**config.mk**
```make
export PLATFORM = sky130hd
export DESIGN_NAME = sram_port_arbiter
export DESIGN_NICKNAME = d
export VERILOG_FILES = /design/src/rtl/kfn_mem_pkg.sv /design/src/rtl/rr_arbiter3.sv /design/src/rtl/sram_port_arbiter.sv
export SDC_FILE = /design/constraint.sdc
export NUM_CORES = 1
export LEC_CHECK = 0
export ABC_CLOCK_PERIOD_IN_PS = 5900
export BUFFER_PORTS_ARGS = -buffer_cell sky130_fd_sc_hd__buf_2
export CAP_MARGIN = 20
export CORE_AREA = 2 2 222 224
export CTS_CLUSTER_SIZE = 12
export DETAILED_ROUTE_END_ITERATION = 12
export DIE_AREA = 0 0 224 226
export PLACE_DENSITY_LB_ADDON = 0.1
export SLEW_MARGIN = 30
export SYNTH_ARGS = -nofsm -noshare
export SYNTH_HDL_FRONTEND = slang
export SYNTH_SLANG_ARGS = --single-unit
```
**constraint.sdc**
```tcl
create_clock -name CLK -period 5.9 [get_ports CLK]
set_clock_uncertainty 0.05 [all_clocks]
set_input_delay 0.885 -clock CLK [delete_from_list [all_inputs] [get_ports CLK]]
set_output_delay 0.885 -clock CLK [all_outputs]
set_load 0.02 [all_outputs]
```
**src/rtl/kfn_mem_pkg.sv**
```systemverilog
// Shared constants for the feature-SRAM access path: geometry, requester and response ids.
package kfn_mem_pkg;

   localparam int unsigned ADDR_W = 11;
   localparam int unsigned DATA_W = 128;

   localparam logic [1:0] REQ_WR  = 2'd0;
   localparam logic [1:0] REQ_RD0 = 2'd1;
   localparam logic [1:0] REQ_RD1 = 2'd2;

   localparam logic RSP_RD0 = 1'b0;
   localparam logic RSP_RD1 = 1'b1;

   // Successor in the 3-entry rotation; the unused code 3 folds onto 0's successor.
   function automatic logic [1:0] rr_next(input logic [1:0] idx);
      logic [1:0] nxt;
      unique case (idx)
         REQ_WR:  nxt = REQ_RD0;
         REQ_RD0: nxt = REQ_RD1;
         REQ_RD1: nxt = REQ_WR;
         default: nxt = REQ_RD0;
      endcase
      return nxt;
   endfunction

endpackage

```
**src/rtl/rr_arbiter3.sv**
```systemverilog
// Combinational 3-way rotating-priority picker: scans from rr_ptr and grants the first valid.
module rr_arbiter3
   import kfn_mem_pkg::*;
(
   input  logic [2:0] valid,
   input  logic [1:0] rr_ptr,
   output logic [2:0] grant,
   output logic [1:0] grant_idx,
   output logic       grant_any
);

   logic [1:0] scan_idx;

   always_comb begin
      grant     = '0;
      grant_idx = REQ_WR;
      grant_any = 1'b0;
      scan_idx  = (rr_ptr == 2'd3) ? REQ_WR : rr_ptr;
      for (int k = 0; k < 3; k++) begin
         if (!grant_any && valid[scan_idx]) begin
            grant[scan_idx] = 1'b1;
            grant_idx       = scan_idx;
            grant_any       = 1'b1;
         end
         scan_idx = rr_next(scan_idx);
      end
   end

endmodule

```
**src/rtl/sram_port_arbiter.sv**
```systemverilog
// Shares one single-port feature SRAM between the loader write port and two read ports,
// round-robin, one access per cycle, tagged read responses one cycle after the grant.
module sram_port_arbiter
   import kfn_mem_pkg::*;
#(
   parameter int unsigned ADDR_W = kfn_mem_pkg::ADDR_W,
   parameter int unsigned DATA_W = kfn_mem_pkg::DATA_W
) (
   input  logic              CLK,
   input  logic              reset,
   input  logic              wr_valid,
   output logic              wr_ready,
   input  logic [ADDR_W-1:0] wr_addr,
   input  logic [DATA_W-1:0] wr_data,
   input  logic              rd0_valid,
   output logic              rd0_ready,
   input  logic [ADDR_W-1:0] rd0_addr,
   input  logic              rd1_valid,
   output logic              rd1_ready,
   input  logic [ADDR_W-1:0] rd1_addr,
   output logic              rsp_valid,
   output logic              rsp_id,
   output logic [DATA_W-1:0] rsp_data,
   output logic              CEN,
   output logic              WEN,
   output logic [ADDR_W-1:0] A,
   output logic [DATA_W-1:0] D,
   input  logic [DATA_W-1:0] Q
);

   logic [1:0] rr_ptr_q, rr_ptr_d;
   logic       rsp_valid_q, rsp_valid_d;
   logic       rsp_id_q, rsp_id_d;

   logic [2:0] req_valid;
   logic [2:0] grant;
   logic [1:0] grant_idx;
   logic       grant_any;

   // Masking the requests during reset keeps all readies low and the SRAM deselected.
   assign req_valid = {rd1_valid, rd0_valid, wr_valid} & {3{~reset}};

   rr_arbiter3 u_rr_arbiter3 (
      .valid     (req_valid),
      .rr_ptr    (rr_ptr_q),
      .grant     (grant),
      .grant_idx (grant_idx),
      .grant_any (grant_any)
   );

   assign wr_ready  = grant[REQ_WR];
   assign rd0_ready = grant[REQ_RD0];
   assign rd1_ready = grant[REQ_RD1];

   always_comb begin
      CEN = 1'b1;
      WEN = 1'b1;
      A   = '0;
      D   = '0;
      if (grant_any) begin
         CEN = 1'b0;
         unique case (grant_idx)
            REQ_WR: begin
               WEN = 1'b0;
               A   = wr_addr;
               D   = wr_data;
            end
            REQ_RD0: A = rd0_addr;
            REQ_RD1: A = rd1_addr;
            default: ;
         endcase
      end
   end

   always_comb begin
      rr_ptr_d    = grant_any ? rr_next(grant_idx) : rr_ptr_q;
      rsp_valid_d = grant_any && (grant_idx != REQ_WR);
      rsp_id_d    = rsp_id_q;
      if (rsp_valid_d) begin
         rsp_id_d = (grant_idx == REQ_RD1) ? RSP_RD1 : RSP_RD0;
      end
   end

   always_ff @(posedge CLK) begin
      if (reset) begin
         rr_ptr_q    <= REQ_WR;
         rsp_valid_q <= 1'b0;
         rsp_id_q    <= RSP_RD0;
      end else begin
         rr_ptr_q    <= rr_ptr_d;
         rsp_valid_q <= rsp_valid_d;
         rsp_id_q    <= rsp_id_d;
      end
   end

   // A read granted just before reset must not surface while reset is held.
   assign rsp_valid = rsp_valid_q & ~reset;
   assign rsp_id    = rsp_id_q;
   assign rsp_data  = Q;

endmodule

```
==> impl_metrics.json <==
{
  "holdPathEnd": "rsp_id",
  "synthToLayoutAreaGrowth_pct": 54.93,
  "grt_setup_unrepaired": "no",
  "fmax_ghz": 0.2135,
  "critical_path.max_fanout": 129,
  "post-cts-setup-buffers": 0,
  "ctsRootBufferMaster": "clkbuf_16",
  "synthSimpleGateAreaFrac_pct": 37.05,
  "antenna_found_initial": 2,
  "drt_pass1_iterations": 4,
  "fin_ws_ns": 1.216,
  "postCtsHoldBufs": 0,
  "reg2reg_depth": 11,
  "final_max_slew_viol_count": 0,
  "die_area_sq_mm": 0.05062,
  "stdcell_area_sq_mm": 0.003914,
  "max_cap_violations": 0,
  "avgSynthCellArea_sq_um": 6.978,
  "grt_first_pass_wirelength_mm": 17.39,
  "gp_congestion": 0.6184,
  "critPathMaxStageDelay_ns": 0.44,
  "whs_path_depth": 2,
  "clk_path_buf_depth": 2,
  "postCtsResizedCells": 0,
  "min_period_over_period_pct": 79.39,
  "finalHoldViolCount": 0,
  "final_core_util_pct": 8.096,
  "postPlaceCellArea_sq_mm": 0.003834,
  "ys.flop_type": "dfxtp_1",
  "synth_top_family_by_area": "buffers and inverters",
  "drt_wl_total_mm": 13.46,
  "post-route-drc-count": 0,
  "power_mw": 2.454,
  "synth.distinct_cells": 31,
  "synth_compound_area_share_pct": 11.59,
  "yosysWarnings": 0,
  "rows": 81,
  "vdd_drop_max_uv": 343.0,
  "worstMarginPinSlew_ns": 0.5272,
  "cts_buffers": 3,
  "crit_type": "flop to primary output",
  "nets": 834,
  "r2r_end": "rsp_id",
  "fin_crit_ns": 4.684,
  "die_h_um": 226,
  "synth_fa_ha_area_share_pct": 4.458,
  "p_leak_nw": 2.060,
  "cts.htree.levels": 1,
  "cp_common_cell": "ha_1",
  "synthArstFlopShare_pct": 0,
  "synth_xor_area_share_pct": 0,
  "syn_area_sq_mm": 0.002526,
  "ys_ff_latch": 4,
  "crit_path_end_kind": "primary output",
  "required_ns": 4.97,
  "synthCells": 362,
  "cts_tree": "done",
  "min-delay-start": "rsp_id",
  "grtUsageTotal_pct": 4.504,
  "start_util_pct": 5.226,
  "ioPinCount": 568,
  "synth_nets": 665,
  "grt_pass1_vias": 2867,
  "via_per_inst": 2.605,
  "vias": 3004,
  "grt_overflow": 0,
  "path_cells": "inv_1 -> ha_1 -> mux2i_1 -> o21ai_2 -> nor3b_1 -> and3_1 -> a311oi_1 -> ha_1 -> buf_4 -> a21boi_4 -> buf_12 -> and2_1 -> buf_2",
  "tns_ns": 0,
  "status": "complete, no violations",
  "r2r_slack_ns": 2.96,
  "dp_hpwl_mm": 11.60,
  "r2r-start": "rr_ptr_q[0]",
  "startpoint_type": "flop",
  "relSlewSlack_pct": 64.62,
  "hp-class": "flop to flop",
  "die_width_um": 224,
  "wl_per_cell_um": 11.67,
  "drt_iter0_drc": 92,
  "synthMuxAreaShare_pct": 0.7925,
  "synth_edf_count": 0,
  "grt_max_degree": 130,
  "clk_latency_ns": 0.22,
  "crit_slowest_cell": "a311oi_1",
  "antenna_left": 0,
  "place_ws_ns": 1.162,
  "powerDensity_mw_per_mm2": 626.9,
  "drive_gt1_share_pct": 60.49,
  "clk_pin_slew_ns": 0.03,
  "final-setup-viol-count": 0,
  "design.core.area_sq_mm": 0.04834,
  "port_buffers": 311,
  "ys_seq_area_share_pct": 3.170,
  "clock-sinks": 4,
  "cp.arrival_ns": 3.75
}
cells in the mapped netlist, drive strengths merged (3+ instances only):
library cell  number  area (sq um)
a21oi              4         20.02
a222oi            11         110.1
and2             129         807.0
buf              131         980.9
clkbuf            18         81.33
dfxtp              4         80.08
ha                 9         112.6
inv                6         22.52
nand3b             3         22.52
nor2              16         60.06
o21a               3         22.52
o21ai              8         51.30
sequential cells by signal (all words and copies together), names as in the netlist:
name and count:
rr_ptr_q 2, rsp_valid_q 1, rsp_id 1
area by class of cell:
cell class                 instances  area, sq um
clock buffer                       3        75.07
fill                            5726        44430
tap                              622        778.2
inverter                           6        22.52
timing repair buffer             313         1584
multi-input combinational        203         1369
antenna                            2        5.005
sequential                         4        80.08
worst max-delay path, delay by kind of cell (launching register included):
| kind | cells | cell delay (ns) |
|---|---|---|
| compound gates | 3 | 0.88 |
| fa+ha+maj | 2 | 0.64 |
| buf+inv | 4 | 0.73 |
| flops | 1 | 0.35 |
| mux | 1 | 0.16 |
| simple gates | 3 | 0.58 |
layer usage:
metal	vias up	routed length, um	track usage, %
li1	1365	-	-
met5	-	0	0
met3	22	2241	2.927
met1	1286	4012	3.596
met4	0	490	2.043
met2	331	6712	8.485
cells by family after synthesis:
family / after synthesis
AOI/OAI and AO/OA: 36
adders and majority gates: 9
muxes: 2
buffers and inverters: 155
and+or+nand+nor: 156
DFF: 4
cells in the final DEF (no fill, tap or decap):
| cell | n |
|---|---|
| o41ai_1 | 2 |
| nor2_1 | 16 |
| o21a_1 | 3 |
| diode_2 | 2 |
| o21ai_0 | 4 |
| buf_2 | 311 |
| a21boi_4 | 1 |
| o21ai_1 | 1 |
| buf_4 | 1 |
| a31oi_1 | 1 |
| o21ai_2 | 3 |
| o32ai_1 | 1 |
| a221oi_1 | 1 |
| nor3b_1 | 2 |
| dfxtp_1 | 4 |
| a21oi_1 | 4 |
| nor3_1 | 1 |
| a21o_1 | 1 |
| buf_12 | 1 |
| inv_1 | 6 |
| nor2b_1 | 1 |
| clkbuf_16 | 3 |
| ha_1 | 9 |
| mux2i_1 | 2 |
| and2_1 | 129 |
| a311oi_1 | 1 |
| a311o_1 | 2 |
| and3_1 | 1 |
| nand2b_1 | 1 |
| nand3b_1 | 3 |
| nand2_1 | 2 |
| a222oi_1 | 11 |
report_power, final:
part	switching (mW)	internal (mW)	total, mW
Combinational	1.50	0.809	2.31
Sequential	0.00632	0.0380	0.0443
Clock	0.0178	0.0865	0.104
Total	1.52	0.934	2.45
through the flow:
step                      instances  hold slack, ns
after CTS                      1151          0.4290
final                          1153          0.4282
after floorplan                 362          0.4572
after detailed placement       1148          0.4229
after global routing           1153          0.4621
after global placement         1148          0.4300
worst max-delay path by stage:
stage / cells past startpoint / startpoint / end / slack [ns]
finish: 13 / rr_ptr_q[0] / D[54] / 1.22
global route: 13 / rr_ptr_q[0] / D[54] / 0.92
CTS: 13 / rr_ptr_q[0] / D[54] / 1.14
detailed placement: 12 / wr_valid / D[54] / 1.16
global placement: 12 / wr_valid / D[54] / 1.13
floorplan: 10 / reset / D[100] / 2.02
(Power assumes the default switching activity.)
